File: src/rtl/rr_mux16_sched.sv
// Round-robin scheduler for a shared 16:1 W-bit mux path with bounded grant length.
// Registers the selected requester word together with a valid flag.
module rr_mux16_sched #(
   parameter int unsigned W        = 2,
   parameter int unsigned MAX_HOLD = 4
) (
   input  logic            clk,
   input  logic            rst_n,
   input  logic [15:0]     req,
   input  logic [16*W-1:0] data_in,
   output logic [15:0]     gnt,
   output logic [3:0]      sel,
   output logic            busy,
   output logic [W-1:0]    y,
   output logic            y_valid
);

   localparam int unsigned CntW = $clog2(MAX_HOLD + 1);
   localparam logic [CntW-1:0] HoldMax = CntW'(MAX_HOLD);

   typedef enum logic [0:0] {StIdle, StGrant} state_e;

   state_e          state_q, state_d;
   logic [3:0]      ptr_q, ptr_d;
   logic [CntW-1:0] cnt_q, cnt_d;
   logic [15:0]     gnt_q, gnt_d;
   logic [3:0]      sel_q, sel_d;
   logic [W-1:0]    y_q, y_d;
   logic            y_valid_q, y_valid_d;
   logic [3:0]      winner;

   // Scan offsets from high to low so the closest request after ptr wins last.
   always_comb begin
      logic [3:0] idx;
      winner = 4'd0;
      for (int unsigned k = 16; k > 0; k--) begin
         idx = ptr_q + 4'(k - 1);
         if (req[idx]) winner = idx;
      end
   end

   always_comb begin
      state_d   = state_q;
      ptr_d     = ptr_q;
      cnt_d     = cnt_q;
      gnt_d     = gnt_q;
      sel_d     = sel_q;
      y_d       = y_q;
      y_valid_d = 1'b0;
      unique case (state_q)
         StIdle: begin
            gnt_d = 16'd0;
            if (|req) begin
               sel_d   = winner;
               gnt_d   = 16'd1 << winner;
               cnt_d   = CntW'(1);
               state_d = StGrant;
            end
         end
         StGrant: begin
            if (req[sel_q]) begin
               y_d       = data_in[sel_q*W +: W];
               y_valid_d = 1'b1;
            end
            // A drop coinciding with hold expiry is still a single release.
            if (!req[sel_q] || cnt_q == HoldMax) begin
               state_d = StIdle;
               gnt_d   = 16'd0;
               ptr_d   = sel_q + 4'd1;
               cnt_d   = '0;
            end else begin
               cnt_d = cnt_q + CntW'(1);
            end
         end
         default: state_d = StIdle;
      endcase
   end

   always_ff @(posedge clk or negedge rst_n) begin
      if (!rst_n) begin
         state_q   <= StIdle;
         ptr_q     <= 4'd0;
         cnt_q     <= '0;
         gnt_q     <= 16'd0;
         sel_q     <= 4'd0;
         y_q       <= '0;
         y_valid_q <= 1'b0;
      end else begin
         state_q   <= state_d;
         ptr_q     <= ptr_d;
         cnt_q     <= cnt_d;
         gnt_q     <= gnt_d;
         sel_q     <= sel_d;
         y_q       <= y_d;
         y_valid_q <= y_valid_d;
      end
   end

   assign gnt     = gnt_q;
   assign sel     = sel_q;
   assign busy    = (state_q == StGrant);
   assign y       = y_q;
   assign y_valid = y_valid_q;

endmodule
File: config.mk
export PLATFORM = sky130hd
export DESIGN_NAME = rr_mux16_sched
export DESIGN_NICKNAME = d
export VERILOG_FILES = /design/src/rtl/rr_mux16_sched.sv
export SDC_FILE = /design/constraint.sdc
export NUM_CORES = 1
export LEC_CHECK = 0
export BUFFER_PORTS_ARGS = -buffer_cell sky130_fd_sc_hd__buf_2
export CORE_MARGIN = 3
export CORE_UTILIZATION = 60
export CTS_CLUSTER_DIAMETER = 100
export CTS_CLUSTER_SIZE = 16
export DETAILED_ROUTE_END_ITERATION = 16
export GPL_TIMING_DRIVEN = 0
export PLACE_DENSITY = 0.85
export RECOVER_POWER = 50
export SYNTH_ARGS = -nofsm -noshare
export SYNTH_HDL_FRONTEND = slang
export SYNTH_SLANG_ARGS = --single-unit
export TNS_END_PERCENT = 10
File: constraint.sdc
create_clock -name clk -period 9.8 [get_ports clk]
set_input_delay 0.49 -clock clk [delete_from_list [all_inputs] [get_ports clk]]
set_output_delay 0.49 -clock clk [all_outputs]
set_load 0.05 [all_outputs]
== Word-level counts from Yosys, hierarchy flattened ==
Index checks and enable logic that the tools add are counted.

* Output and inout port bits: 24
* Input bits: 50
* Register bits: 31
* Logic and storage cells: 114

* Equal/unequal tests: 3
* Bitwise logic cells: 1
* Reduce and logical (&&, ||, !) cells: 6
* Magnitude comparators: 17
* Add/sub/neg operators: 17
* Mux-type cells: 61
* Shift operators: 2

{| class="wikitable"
|+ Operators with widths
! kind !! count
|-
| $lt A4 B5 Y1 const B || 17
|-
| $bmux W1 S4 || 17
|-
| $mux W4 || 16
|-
| $add A4 B4 Y4 const B || 8
|-
| $mux W16 || 2
|-
| $pmux W16 S2 || 1
|-
| $shiftx A32 B6 Y2 || 1
|-
| $mux W1 || 21
|-
| $add A4 B3 Y4 const B || 4
|-
| $reduce_or A16 Y1 || 1
|-
| $shl A1 B4 Y16 const A || 1
|-
| $add A4 B1 Y4 const B || 2
|-
| $add A4 B2 Y4 const B || 2
|-
| $mux W3 || 2
|-
| $pmux W3 S2 || 1
|-
| $reduce_and A2 Y1 || 3
|-
| $add A3 B1 Y3 const B || 1
|-
| $eq A3 B3 Y1 const B || 1
|-
| $ne A2 B1 Y1 const B || 1
|-
| $ne A2 B2 Y1 const B || 1
|-
| $pmux W1 S2 || 1
|-
| $logic_not A1 Y1 || 1
|-
| $logic_or A1 B1 Y1 || 1
|-
| $not A1 Y1 || 1
|}

== Depth between registers and ports, before layout ==
Gate-level depths: netlist of run 1.

* Depth after elaboration: 22
* Mapped depth: 14
* Depth with buffers taken out: 11

== Least setup slack after synthesis of run 1 ==
No wires, ideal clock.

* Kind: register to register
* Start: reg ptr_q[1]
* End: reg gnt_q[12], in the netlist gnt[12]
* Data required time: 9.679 ns
* Cell stages (with the launch flop): 15
* Setup time: 0.121 ns
* Arrival: 3.736 ns
* Clock period less this slack: 3.857 ns
* Buffers on the path: 3
* Setup slack: 5.943 ns
* Cell sequence: dfrtp_1 buf_4 buf_2 inv_1 ha_1 buf_4 mux4_2 mux2i_1 mux2i_2 a211o_1 a311o_1 a311o_1 a21oi_4 nor2_1 a22o_1

* Word-level cells in the longest chain between the ends: 22
* Elaborated cells between the ends (all ways): 66
* Classes of those cells: 15 x add/sub; 1 x shift; 50 x mux

{| class="wikitable"
|+ RTL lines
! what !! RTL line !! text
|-
| from (decl) || 24 || <nowiki>logic [3:0] ptr_q, ptr_d;</nowiki>
|-
| from (signal assigned) || 90 || <nowiki>ptr_q <= ptr_d;</nowiki>
|-
| $add A4 B4 Y4 || 37 || <nowiki>idx = ptr_q + 4'(k - 1);</nowiki>
|-
| $bmux W1 S4 || 38 || <nowiki>if (req[idx]) winner = idx;</nowiki>
|-
| $mux W1 (implied by the code) || 38 ||
|-
| $mux W4 (15 in series) || 38 ||
|-
| $mux W4 (*) || 38 ||
|-
| $shl A1 B4 Y16 (*) || 55 || <nowiki>gnt_d = 16'd1 << winner;</nowiki>
|-
| $mux W16 (*) || 53 || <nowiki>if (|req) begin</nowiki>
|-
| $pmux W16 S2 (*) || 50 || <nowiki>unique case (state_q)</nowiki>
|-
| to (signal assigned) || 92 || <nowiki>gnt_q <= gnt_d;</nowiki>
|-
| to (decl) || 26 || <nowiki>logic [15:0] gnt_q, gnt_d;</nowiki>
|}

Every way passes the cells marked *; elsewhere a longest branch is shown, timed or not. The select of a mux whose other input is x is not followed.
A chain may end at the register's enable or synchronous reset.

== Final worst setup path of run 1 ==
* Start: reg ptr_q[1]
* End: reg gnt_q[1], in the netlist gnt[1]

Same word-level chain as after synthesis.

==> metrics, run 1 <==
Num CTS Buffers=5; fin nets=522; placed cell count=530; vias=3782; initial antenna violation count=0; Post-DRT Antenna Nets=0; final core occ=0.733; Peak Freq=0.215 GHz; first-pass GRT wire length=18.4 mm; max-cap violations=1; Max Clock Skew=0.00316 ns; Synth Area in Compound Gates=0.185; status=finished, violations left; Synth top area share=0.218; grt met2 use=0.511; cell type with the largest total area after synthesis=mux4_2; sequential fraction of the synthesis area=0.197; failing checks=max-capacitance violations, max-slew violations; final worst path period need=4.66 ns; DR iter-0 viols=376; relative slew slack=-0.0432; Initial Util=0.641; DR WL/cell=20.6 um; gr ovfl total=0; Finished Layout Cells=538; Pre-antenna DRT Iters=5; Cells after Synth=382; mux contribution to synthesized area=0.383; Remaining DRCs=0; vias in the first global route=3765; Top FF cell, synth=dfrtp_1; CTS tree=yes; largest net degree at the start of global routing=32; GR Layer Usage met1=0.419; yosys warns=0; # setup viols final=0; Horiz. Die Dim=87.0 um; worst-skew pair later-pin latency=0.28 ns; Req. time, crit path=10.00 ns; post-synthesis average cell area=10.3 um^2; full die area=7560 um^2; EDFF count, synth=0; GPL Wtd Cong=0.937; Post-CTS Hold Buffers=0; row count=28; GRT busiest layer=met2; CTS clock-pin slew for the worst setup and hold paths=0.07 ns; #FFs+latches synth=31; Total GRT Usage=0.309; met3 Use GR=0.0587; Post-DP HPWL=8.63 mm; core footprint=6130 um^2; Max FO, Critical Path=10; Synth Area in Adders=0.0318; Slew Limit Fails=32; critical path type=flip-flop to flip-flop; Final Hold Violating Endpoints=0; share of layout cells above drive strength 1=0.307; commonest non-fill, non-tap cell in the layout=buf_2; Least-Margin Pin Slew=1.56 ns; Hold Path Class=flip-flop to flip-flop; Clock Tree Root=clkbuf_8; final setup TNS=0 ns; Post-synth ARST share=1.00; unrepaired setup endpoints after global routing=no; Mapped Nets=442; Layout area overhead=14.3%; most frequent cells in the layout=buf_2 (65), mux2i_1 (39), mux4_2 (38); Via density=7.03; total I/O pin count=74; CTS resizes=0; final period utilization=0.475; cell area after synthesis=3930 um^2; crit end category=flip-flop; Synth Area in XOR/XNOR=0.0404; Critical Path Source Type=flip-flop; Distinct cells, synth=71; ANT cells=0; H-tree depth=2; Vert. Die Dim=87.0 um; Clock Tree Buf Depth=2; simple-gate share of the synthesized area=0.118; main combinational cell family by area after synthesis=multiplexers; CP arrival=4.86 ns; Port Buffers=73; final WL=11.1 mm; CTS sink cnt=31; post-CTS setup buffer count=0; synth top area cells=mux4_2 (22%), dfrtp_1 (20%), mux2i_1 (9.9%)
==> routing by layer <==
metal,vias to the layer above,part of all wire,wire [um]
met2,262,0.48,5320
met3,25,0.11,1240
met5,-,0,0
li1,1676,-,-
met1,1819,0.39,4280
met4,0,0.020,217
==> cell usage after synthesis, drive strengths merged, types with 8 or more instances <==
cell type	count
a22o	10
o21ai	19
nand3	10
nand2	27
ha	10
nor2	26
inv	14
xor2	8
clkbuf	8
dfrtp	31
mux2i	43
buf	13
a21oi	14
mux2	12
xnor2	8
mux4	40
==> logic make-up (layout without fill, tap and decap cells) <==
logic type / Yosys count / in the layout
multiplexers: 95 / 95
AND/OR/NAND/NOR: 97 / 97
XOR/XNOR: 16 / 16
AO/OA/AOI/OAI: 98 / 98
flip-flops: 31 / 31
buffers and inverters: 35 / 116
adder cells (fa/ha/maj): 10 / 10
==> critical path: stages (launching register included) <==
cell and delay, ns:
dfrtp_1 0.54, buf_4 0.27, buf_2 0.28, inv_1 0.23, ha_1 0.36, buf_2 0.25, mux2i_1 0.14, mux4_2 0.53
mux2i_1 0.54, nand2b_1 0.23, o311ai_0 0.16, or3_1 0.36, and3_1 0.28, or2_1 0.27, o21ai_1 0.14
==> metrics by stage <==
step	hold WS, ns	instance area, um^2	setup WS (ns)
after floorplan	0.194	3930	5.94
after global placement	0.468	4390	5.35
after detailed placement	0.476	4390	5.23
after CTS	0.259	4510	5.22
after global routing	0.525	4490	4.75
final	0.494	4490	5.14
==> registers in the layout (all words and copies together) (netlist names) <==
| register | flops |
|---|---|
| gnt | 16 |
| y_valid | 1 |
| sel | 4 |
| y | 2 |
| ptr_q | 4 |
| busy | 1 |
| cnt_q | 3 |
==> cell type report <==
class / instances / area [um^2]
multi-input cells: 316 / 2990
fillers: 444 / 1640
flip-flops and latches: 31 / 776
repair buffers: 73 / 349
plain buffers: 21 / 119
well taps: 75 / 93.8
clock buffers: 6 / 82.6
inverters: 14 / 52.6
clock inverters: 2 / 35.0
==> path summary, 6_finish.rpt <==
path	startpoint	end	slack, ns	cells after the start
worst min register to register	gnt[9]$_DFFE_PN0P_	gnt[9]$_DFFE_PN0P_	0.49	2
worst max register to register	ptr_q[1]$_DFFE_PN0P_	gnt[1]$_DFFE_PN0P_	5.14	14
max in group asynchronous	rst_n	gnt[2]$_DFFE_PN0P_	8.30	1
min in group asynchronous	rst_n	gnt[14]$_DFFE_PN0P_	0.59	1
worst min-delay path	gnt[9]$_DFFE_PN0P_	gnt[9]$_DFFE_PN0P_	0.49	2
worst max-delay path	ptr_q[1]$_DFFE_PN0P_	gnt[1]$_DFFE_PN0P_	5.14	14
Power of run 1 is not shown: default switching activity piles up to over one toggle a cycle in this logic, so the estimate is an artifact.
==> run 2, diff against run 1 <==
ABC_AREA = 1   (was unset)
CORE_UTILIZATION = 51   (was 60)
PLACE_DENSITY = 0.78   (was 0.85)
clock period = 4.2 ns   (was 9.8 ns; I/O delays follow)
==> metrics, run 2 <==
Max FO, Critical Path=13; multi-input logic area=2390 um^2; Peak Freq=0.277 GHz; FF+latch area=776 um^2; Post-synth ARST share=1.00; relative slew slack=-0.112; final WL=10.7 mm; worst hold path cell count=2; Total GRT Usage=0.278; Synth top area share=0.230; DR WL/cell=13.6 um; H-tree depth=2; final period utilization=0.860; Finished Layout Cells=786; mux contribution to synthesized area=0; Max Clock Skew=0.00651 ns; total I/O pin count=74; Largest register FFs=16; Hold Path Class=flip-flop to flip-flop; yosys warns=0; ANT cells=0; DR iter-0 viols=347; vias in the first global route=3951; failing checks=max-capacitance violations, max-slew violations; unrepaired setup endpoints after global routing=no; Final Hold Violating Endpoints=0; final worst path period need=3.61 ns; share of layout cells above drive strength 1=0.172; placed cell count=777; row count=29; most frequent CP cell=nand2_1; CTS clock-pin slew for the worst setup and hold paths=0.06 ns; Critical Path Source Type=flip-flop; worst-skew pair later-pin latency=0.28 ns; final setup TNS=0 ns; Initial Util=0.542; Via density=5.37; CTS sink cnt=31; commonest non-fill, non-tap cell in the layout=nand2_1; largest net degree at the start of global routing=32; Slew Limit Fails=32; count leader, synth=nand2_1; Post-CTS Hold Buffers=1; Filler cells=660; CTS tree=yes; post-synthesis average cell area=5.83 um^2; vias=4223; Synth Area in XOR/XNOR=0.0264; main combinational cell family by area after synthesis=simple AND/OR/NAND/NOR gates; Post-DRT Antenna Nets=0; # setup viols final=0; crit end category=flip-flop; GPL Wtd Cong=0.964; most frequent cells in the layout=nand2_1 (218), nand3_1 (82), buf_2 (64); Clock Tree Buf Depth=2; Synth Area in Compound Gates=0.162; first-pass GRT wire length=17.7 mm; sequential fraction of the synthesis area=0.218; status=finished, violations left; critical path type=flip-flop to flip-flop; Req. time, crit path=4.36 ns; cell type with the largest total area after synthesis=nand2_1; Vert. Die Dim=89.5 um; gr ovfl total=0; Layout area overhead=15.6%; Port Buffers=73; Post-synth top cells=nand2_1 (218), nand3_1 (82), inv_1 (58), o21ai_0 (50), nor2_1 (39); max-cap violations=1; initial antenna violation count=0; synth top area cells=nand2_1 (23%), dfrtp_1 (22%), nand3_1 (12%); Critical Path Slowest Stage Cell=dfrtp_1; Remaining DRCs=0; CP peak stage delay=0.47 ns; simple-gate share of the synthesized area=0.450; CP arrival=3.78 ns; fin nets=752; Num CTS Buffers=5; cell area after synthesis=3560 um^2; Least-Margin Pin Slew=1.67 ns; Pre-antenna DRT Iters=6; Reg2Reg Depth=30; Mapped Nets=671; CTS resizes=0; Clock Tree Root=clkbuf_8; core footprint=6570 um^2; Top FF cell, synth=dfrtp_1; post-CTS setup buffer count=0; full die area=8020 um^2; #FFs+latches synth=31; Distinct cells, synth=36; Post-DP HPWL=8.41 mm; EDFF count, synth=0; Horiz. Die Dim=89.5 um; Cells after Synth=611; Synth Area in Adders=0.0351
-- run 2: cell count changes after synthesis, sizes merged, moves of 5 or more --
cell	previous run	this run
a211oi	5	0
inv	14	66
mux4	40	0
a21oi	14	33
mux2	12	0
nand2b	6	0
nand3	10	83
o21ai	19	54
nor2	26	44
a22o	10	0
a21boi	5	0
mux2i	43	0
xnor2	8	3
nand2	27	240
-- run 2: worst paths after layout --
check / from / to / slack [ns]
max reg2reg: ptr_q[1]$_DFFE_PN0P_ / gnt[12]$_DFFE_PN0P_ / 0.59
min in group asynchronous: rst_n / gnt[14]$_DFFE_PN0P_ / 0.90
min: gnt[6]$_DFFE_PN0P_ / gnt[6]$_DFFE_PN0P_ / 0.48
max: ptr_q[1]$_DFFE_PN0P_ / gnt[12]$_DFFE_PN0P_ / 0.59
min reg2reg: gnt[6]$_DFFE_PN0P_ / gnt[6]$_DFFE_PN0P_ / 0.48
max in group asynchronous: rst_n / gnt[12]$_DFFE_PN0P_ / 2.32
-- run 2: final cells by class --
| class | instances | area share |
|---|---|---|
| Buffer | 20 | 0.0322 |
| Clock buffer | 7 | 0.0185 |
| Clock inverter | 1 | 0.00122 |
| Inverter | 67 | 0.0623 |
| Multi-Input combinational cell | 493 | 0.582 |
| Sequential cell | 31 | 0.188 |
| Tap cell | 93 | 0.0283 |
| Timing Repair Buffer | 74 | 0.0872 |
-- run 2: worst max-delay path: cells and delay by family, from the launching register on --
kind,cells,cell delay (ns)
simple gates,25,1.82
buf+inv,4,0.84
flops,1,0.47
fa+ha+maj,1,0.33
-- run 2: layer usage --
layer	global-route usage	share of wire
met1	0.339	0.42
met2	0.494	0.50
met3	0.0350	0.049
met4	0.110	0.030
met5	0	0
-- run 2: cell families after synthesis --
group,Yosys count
simple gates,372
compound gates,102
buf+inv,87
flops,31
fa+ha+maj,10
xor+xnor,9
-- run 2: metrics by stage --
stage                     hold slack, ns  setup WS, ns  utilization  area (um^2)
after floorplan                  -0.0856          1.34            -         3560
after global placement             0.272         0.647        0.615         4040
after detailed placement           0.287         0.680        0.615         4040
after CTS                          0.479         0.648        0.629         4130
after global routing               0.507         0.105        0.627         4120
final                              0.481         0.588        0.627         4120
Power of run 2 is left out for the same reason.
